<file path="config.mk">
export PLATFORM = sky130hd
export DESIGN_NAME = triple_repeat_tx_flat
export DESIGN_NICKNAME = d
export VERILOG_FILES = /design/src/rtl/triple_repeat_tx_if.sv /design/src/rtl/triple_repeat_tx.sv /design/src/flat_wrapper.sv
export SDC_FILE = /design/constraint.sdc
export NUM_CORES = 1
export LEC_CHECK = 0
export CORE_AREA = 4 4 41 43
export DETAILED_ROUTE_END_ITERATION = 16
export DIE_AREA = 0 0 45 47
export PLACE_DENSITY = 0.61
export REMOVE_ABC_BUFFERS = 1
export SYNTH_ARGS = -nofsm -noshare
export SYNTH_HDL_FRONTEND = slang
export SYNTH_SLANG_ARGS = --single-unit
export TNS_END_PERCENT = 10
</file>
<file path="constraint.sdc">
create_clock -name clk -period 2.15 [get_ports clk]
set_input_delay 0.43 -clock clk [delete_from_list [all_inputs] [get_ports clk]]
set_output_delay 0.43 -clock clk [all_outputs]
set_load 0.005 [all_outputs]
</file>
<file path="src/rtl/triple_repeat_tx_if.sv">
// Handshake bundle for the 3x repetition transmitter: word input side
// (in_val/in_rdy/in_data) and chip output side (out_val/out_rdy/out_bit/out_last).
//
// Handshake rule for both sides: a transfer happens on a posedge where
// val and rdy are both high; val-side data must stay stable until that edge.
interface triple_repeat_tx_if #(
  parameter int NBITS = 4
) ();
  logic             in_val;
  logic             in_rdy;
  logic [NBITS-1:0] in_data;
  logic             out_val;
  logic             out_rdy;
  logic             out_bit;
  logic             out_last;

  // Transmitter side: takes words, drives chips.
  modport slave (
    input  in_val,
    input  in_data,
    input  out_rdy,
    output in_rdy,
    output out_val,
    output out_bit,
    output out_last
  );

  // Producer/channel side: offers words, consumes chips.
  modport master (
    output in_val,
    output in_data,
    output out_rdy,
    input  in_rdy,
    input  out_val,
    input  out_bit,
    input  out_last
  );
endinterface

</file>
<file path="src/rtl/triple_repeat_tx.sv">
// Transmit side of the 3x repetition link. A word accepted on the input
// handshake is sent LSB first, each bit repeated as three consecutive chips.
// Outputs depend only on registered state (and rst for in_rdy), so there is
// no combinational path from the input handshake to the chip stream.
module triple_repeat_tx #(
  parameter int NBITS = 4
) (
  input  logic                clk,
  input  logic                rst,
  triple_repeat_tx_if.slave   bus,
  output logic                state_dbg
);

  // bidx needs at least one bit even when NBITS=1 (it is then a constant 0).
  localparam int BW = (NBITS > 1) ? $clog2(NBITS) : 1;
  localparam logic [BW-1:0] LAST_IDX = BW'(NBITS - 1);

  typedef enum logic [0:0] {
    IDLE = 1'b0,
    SEND = 1'b1
  } state_t;

  state_t           state, state_nxt;
  logic [NBITS-1:0] sreg, sreg_nxt;
  logic [BW-1:0]    bidx, bidx_nxt;
  logic [1:0]       rep, rep_nxt;

  logic in_rdy_w;
  logic out_val_w;
  logic out_bit_w;
  logic out_last_w;
  logic accept;
  logic chip_xfer;

  // Handshake outputs, derived from state only.
  always_comb begin
    in_rdy_w   = (state == IDLE) && !rst;
    out_val_w  = (state == SEND);
    out_bit_w  = out_val_w && sreg[0];
    out_last_w = out_val_w && (bidx == LAST_IDX) && (rep == 2'd2);
    accept     = bus.in_val && in_rdy_w;
    chip_xfer  = out_val_w && bus.out_rdy;
  end

  assign bus.in_rdy   = in_rdy_w;
  assign bus.out_val  = out_val_w;
  assign bus.out_bit  = out_bit_w;
  assign bus.out_last = out_last_w;
  assign state_dbg    = state;

  // Next-state logic: load a word in IDLE, step rep/bidx on each chip transfer.
  always_comb begin
    state_nxt = state;
    sreg_nxt  = sreg;
    bidx_nxt  = bidx;
    rep_nxt   = rep;
    case (state)
      IDLE: begin
        if (accept) begin
          sreg_nxt  = bus.in_data;
          bidx_nxt  = '0;
          rep_nxt   = 2'd0;
          state_nxt = SEND;
        end
      end
      SEND: begin
        if (chip_xfer) begin
          if (rep != 2'd2) begin
            rep_nxt = rep + 2'd1;
          end else if (bidx != LAST_IDX) begin
            rep_nxt  = 2'd0;
            bidx_nxt = bidx + BW'(1);
            sreg_nxt = sreg >> 1;
          end else begin
            // Final chip consumed; rdy stays low this cycle so a new word
            // can only be taken after at least one IDLE cycle.
            state_nxt = IDLE;
          end
        end
      end
      default: begin
        state_nxt = IDLE;
      end
    endcase
  end

  // State register with synchronous reset; reset abandons any word in flight.
  always_ff @(posedge clk) begin
    if (rst) begin
      state <= IDLE;
      sreg  <= '0;
      bidx  <= '0;
      rep   <= 2'd0;
    end else begin
      state <= state_nxt;
      sreg  <= sreg_nxt;
      bidx  <= bidx_nxt;
      rep   <= rep_nxt;
    end
  end

endmodule

</file>
<file path="src/flat_wrapper.sv">
// flat-port wrapper written by rule: the top's interface ports become plain ports
module triple_repeat_tx_flat 
#(
  parameter int NBITS = 4
)
  (clk, rst, state_dbg, bus_in_val, bus_in_data, bus_out_rdy, bus_in_rdy, bus_out_val, bus_out_bit, bus_out_last);
  triple_repeat_tx_if #(.NBITS(NBITS)) bus_i ();
  input  logic clk;
  input  logic rst;
  output logic state_dbg;
  input wire logic [$bits(bus_i.in_val)-1:0] bus_in_val;
  input wire logic [$bits(bus_i.in_data)-1:0] bus_in_data;
  input wire logic [$bits(bus_i.out_rdy)-1:0] bus_out_rdy;
  output wire logic [$bits(bus_i.in_rdy)-1:0] bus_in_rdy;
  output wire logic [$bits(bus_i.out_val)-1:0] bus_out_val;
  output wire logic [$bits(bus_i.out_bit)-1:0] bus_out_bit;
  output wire logic [$bits(bus_i.out_last)-1:0] bus_out_last;
  assign bus_i.in_val = bus_in_val;
  assign bus_i.in_data = bus_in_data;
  assign bus_i.out_rdy = bus_out_rdy;
  assign bus_in_rdy = bus_i.in_rdy;
  assign bus_out_val = bus_i.out_val;
  assign bus_out_bit = bus_i.out_bit;
  assign bus_out_last = bus_i.out_last;
  triple_repeat_tx #(.NBITS(NBITS)) u_core (.clk(clk), .rst(rst), .bus(bus_i), .state_dbg(state_dbg));
endmodule
</file>
After elaboration in Yosys (flattened, before gate mapping)

Cells that the tools add are included.

Flip-flop bits (word level): 9
Input port bits: 8
Output and inout port bits: 5
Logic and storage cells: 44

Add/subtract/negate cells: 2
Equality and inequality tests: 9
Muxes and demuxes: 19
Bitwise operators: 1
Reduce and logical (&&, ||, !) cells: 9

Operators with widths:

| cell                  | number |
|---|---|
| $mux W4               | 4 |
| $mux W2               | 7 |
| $ne A2 B2 Y1 const B  | 5 |
| $pmux W2 S2           | 2 |
| $pmux W4 S2           | 1 |
| $logic_and A1 B1 Y1   | 6 |
| $add A2 B1 Y2 const B | 2 |
| $eq A2 B2 Y1 const B  | 2 |
| $mux W1               | 4 |
| $reduce_and A4 Y1     | 1 |
| $ne A3 B3 Y1 const B  | 1 |
| $reduce_and A3 Y1     | 1 |
| $ne A2 B1 Y1 const B  | 1 |
| $pmux W1 S2           | 1 |
| $logic_not A1 Y1      | 1 |
| $not A1 Y1            | 1 |

Logic depth before layout (Yosys ltp)

Depth in word-level cells: 5
Mapped depth: 4
Mapped depth without buffers: 4

Worst setup path before layout

OpenSTA, ideal clock, no wires.

Path kind: register to register
Start point: reg u_core.bidx[0]
End point: reg u_core.sreg[0]
Arrival time: 1.482 ns
Data required time: 2.029 ns
Path slack: 0.547 ns
Stages on the path, launching flop included: 5
Path buffers: 0
Path through: dfxtp_1 -> ha_1 -> or3b_2 -> a22o_1 -> mux2_4

Cells in the longest elaborated chain, start to end: 3

Ends and longest elaborated chain:

| item                        | RTL line               | text |
|---|---|---|
| start: declaration          | triple_repeat_tx.sv:25 | `logic [BW-1:0] bidx, bidx_nxt;` |
| start signal: assignment    | triple_repeat_tx.sv:97 | `bidx <= bidx_nxt;` |
| $ne A2 B2 Y1                | triple_repeat_tx.sv:70 | `end else if (bidx != LAST_IDX) begin` |
| $ne A2 B2 Y1 (no line)      | -                      |  |
| $reduce_and A4 Y1 (no line) | -                      |  |
| end signal: assignment      | triple_repeat_tx.sv:96 | `sreg <= sreg_nxt;` |
| end: declaration            | triple_repeat_tx.sv:24 | `logic [NBITS-1:0] sreg, sreg_nxt;` |

Every way passes these cells.
A chain may end at the register's enable or synchronous reset.

Final worst setup path

Start point: in rst
End point: out bus_in_rdy

Cells in the longest elaborated chain, start to end: 2

Ends and longest elaborated chain:

| item                | RTL line               | text |
|---|---|---|
| start: declaration  | flat_wrapper.sv:9      | `input logic rst;` |
| $logic_not A1 Y1    | triple_repeat_tx.sv:37 | `in_rdy_w = (state == IDLE) && !rst;` |
| $logic_and A1 B1 Y1 | triple_repeat_tx.sv:37 |  |
| end: declaration    | flat_wrapper.sv:14     | `output wire logic [$bits(bus_i.in_rdy)-1:0] bus_in_rdy;` |

Every way passes these cells.

==> results list <==
* Run status: finished clean
- Across every metal layer, demand over resource in global routing totals between 10% and 20%.
* Cell count after synthesis: 51
- For the pin with the worst max-slew slack, the measured transition is ~0.37 ns.
* Clock slew at reported path FFs: about 0.060 ns
* Number of ports placed on the die boundary: 13
- Unique masters post-synth: 25
* IR drop worst, VDD: around 0.29 mV
* DRC violations left: 0
- Number of optimization iterations in the first detailed-route pass: 4
- The worst path needs slightly below 2 ns of the cycle, external delays included.
- EDFF count, synth: 0
- Maximum number of pins on one net before global-route repair: 15
- Startpoint types: primary input
- In this run the clock root is driven by a clkbuf_4.
- In this run the worst path has a maximum fanout of 4.
- The initial antenna violation count was 0.
- Slowest CP cell: clkdlybuf4s50_1
- Max-cap violations: 0
* Final weighted congestion in routability-driven placement: 0.672
* P&R area growth vs syn: 36.3%
- Ranked by total cell area, the synthesized netlist is headed by dfxtp_1 36%, mux2i_1 10%, mux2_4 9.0%, nor2b_1 5.0%, nor2_1 4.5%.
- Share of the cycle needed by the critical path after routing: between 90 and 100%
- Kind of path behind the tightest hold check: flop to flop
- Hold Buf Count CTS: 0
- The number of clock buffers added by TritonCTS is 3.
* Clock buffer depth: 2
* DIE HEIGHT: 47 µm
- Final WL: a little over 1000 µm
- Setup tns final: 0 ns
- Die width: 45 µm
* Total global routing overflow: 0
- Max-slew violation total from the final report: 0
* Final nets: 78
- The die covers roughly 2100 µm².
- For the worst setup path, the data required time is ~1.7 ns.
- Portion of synthesized cell area occupied by the leading cell type: a little over a third
- In this run, the number of DRC markers left after iteration 0 of detailed routing was 5.
- Kind of capture point of the worst setup path: output port
* Worst path buffer plus inverter count: 2
- Wire length of the first global-routing pass: roughly 1800 µm
* Flop and latch count out of synthesis: 9
- Average cell area after synthesis: a little under 10 µm²
- Most used DFF post-synth: dfxtp_1
- Total power per unit cell area: around 570 nW/µm²
- Count of final hold-check violations: 0
* Setup repair after global routing missed its margin: no
- Post-Syn Area: 499 µm²
- Fraction of final layout cells sized beyond drive strength 1: between 20% and 30%
* Maximum cell stage delay along the critical path: 0.52 ns
- Static timing analysis puts the maximum clock frequency at about 500 MHz.
* Sequential-to-total area share from yosys stat: around 36%
- Walking the worst path, the cells encountered are clkdlybuf4s50_1, nor2_1, clkdlybuf4s50_1.
- The cell family contributing the most delay on the critical path is buffers and inverters.
- The detail route stage leaves a number of antenna-violating nets equal to 0.
- Summed over all nets, the half-perimeter wirelength after detailed placement is approximately 790 µm.
- Average routed wire per standard cell: 12.3 µm
- Input and output buffers added on the ports amount to 12.
- Cell type with the highest occurrence count on the critical path: clkdlybuf4s50_1
- The floorplan has 13 rows.
* Clock net sink count: 9
- Headroom to the max-slew limit came out at around three quarters.
- Placeable Area: about 1300 µm²
* Clock tree from TritonCTS: yes
- In the synthesized netlist the async set-or-reset flop fraction comes to 0%.
- Critical Setup Path Class: primary input to output port
* Static Leak: 0.000275 µW
- Number of setup violations in the final report: 0
* Setup Buffers After CTS: 0
- Worst-Skew Late Latency: approximately 0.26 ns
* Most used standard cell by instance count after synthesis: dfxtp_1
- Warnings, synthesis: 0
* Minimum setup slack in the final design: roughly 0.16 ns
- Cell type contributing the most total cell area after synthesis: dfxtp_1
* Setup clock skew after layout: approximately 0.005 ns
* Crit path DAT: around 1.6 ns
- Most instantiated cells after synthesis: 9 x dfxtp_1, 6 x nor2_1, 5 x mux2i_1, 4 x nor2b_1
* Hold Worst Slack: between 0.4 and 0.5 ns
- The via count of the first global-routing pass is approximately 440.
- CTS built an H-tree with a depth of 1.
- Number of resized instances in the post-cts repair step: 0
* Number of antenna diodes: 0
- Initial Utilization: a little under two fifths
- Pre-CTS setup slack: between 0.04 and 0.05 ns
- Number of vias in the routed layout: between 400 and 500
- Detail-routed via count per cell: around 5
worst register-to-register path, cell delays in order (launching register included):
cell     delay [ns]
dfxtp_1        0.33
ha_1           0.22
or3b_2         0.46
a22o_1         0.26
mux2_4         0.31
registers in the layout, indices dropped and copies added, names as in the netlist:
name	flops
u_core.bidx	2
u_core.sreg	4
u_core.rep	2
u_core.bus.out_val	1
worst paths after layout:
| kind | start | endpoint | slack (ns) | cells past startpoint |
|---|---|---|---|---|
| worst max-delay path | rst | bus_in_rdy | 0.16 | 3 |
| worst max register to register | u_core.bidx[0] | u_core.sreg[0] | 0.46 | 4 |
| worst min register to register | u_core.sreg[3] | u_core.sreg[3] | 0.47 | 2 |
| worst min-delay path | u_core.sreg[3] | u_core.sreg[3] | 0.47 | 2 |
power breakdown:
group | total (µW) | leakage (µW) | switching, µW | internal [µW]
logic | 70.0 | 0.000186 | 24.8 | 45.2
registers | 184 | 0.0000736 | 8.93 | 175
clock network | 132 | 0.0000150 | 60.7 | 71.6
layer usage:
| metal | up-vias | share of wire, % | routed length (µm) | global-route usage, % |
|---|---|---|---|---|
| li1 | 216 | - | - | - |
| met1 | 188 | 49 | 505 | 14.1 |
| met2 | 13 | 44 | 449 | 19.5 |
| met3 | 2 | 6.1 | 63 | 3.83 |
| met4 | 0 | 0.78 | 8 | 5.26 |
| met5 | - | 0 | 0 | 0 |
logic make-up (layout without fill, tap and decap cells):
| kind of cell | Yosys count | count (layout) | synth area share [%] |
|---|---|---|---|
| adders and majority gates | 1 | 1 | 2.51 |
| buffers and inverters | 3 | 20 | 3.01 |
| AOI/OAI and AO/OA | 7 | 7 | 9.52 |
| and+or+nand+nor | 23 | 23 | 29.8 |
| DFF | 9 | 9 | 36.1 |
| muxes | 8 | 8 | 19.0 |
layout by cell type (no fill, tap or decap), types with 2 or more instances in the layout:
| cell type | count |
|---|---|
| buf_4 | 4 |
| clkbuf_4 | 3 |
| clkdlybuf4s50_1 | 12 |
| dfxtp_1 | 8 |
| mux2_4 | 3 |
| mux2i_1 | 5 |
| nand2b_1 | 3 |
| nor2_1 | 6 |
| nor2b_1 | 4 |
| or3b_2 | 2 |
area by class of cell:
cell class	instances	area (µm²)
fill	141	621
multi-input combinational	39	304
sequential	9	181
timing repair buffer	16	150
clock buffer	4	26.3
tap	15	18.8
stage by stage:
stage / area [µm²] / std cells / power, µW / utilization, %
finish: 681 / 83 / 386 / 52.3
global route: 681 / 83 / 412 / 52.3
CTS: 679 / 83 / 391 / 52.2
detailed placement: 653 / 79 / 258 / 50.2
global placement: 653 / 79 / 257 / 50.2
floorplan: 484 / 48 / 219 / -
Note: power is estimated with default switching activity, not from simulation.
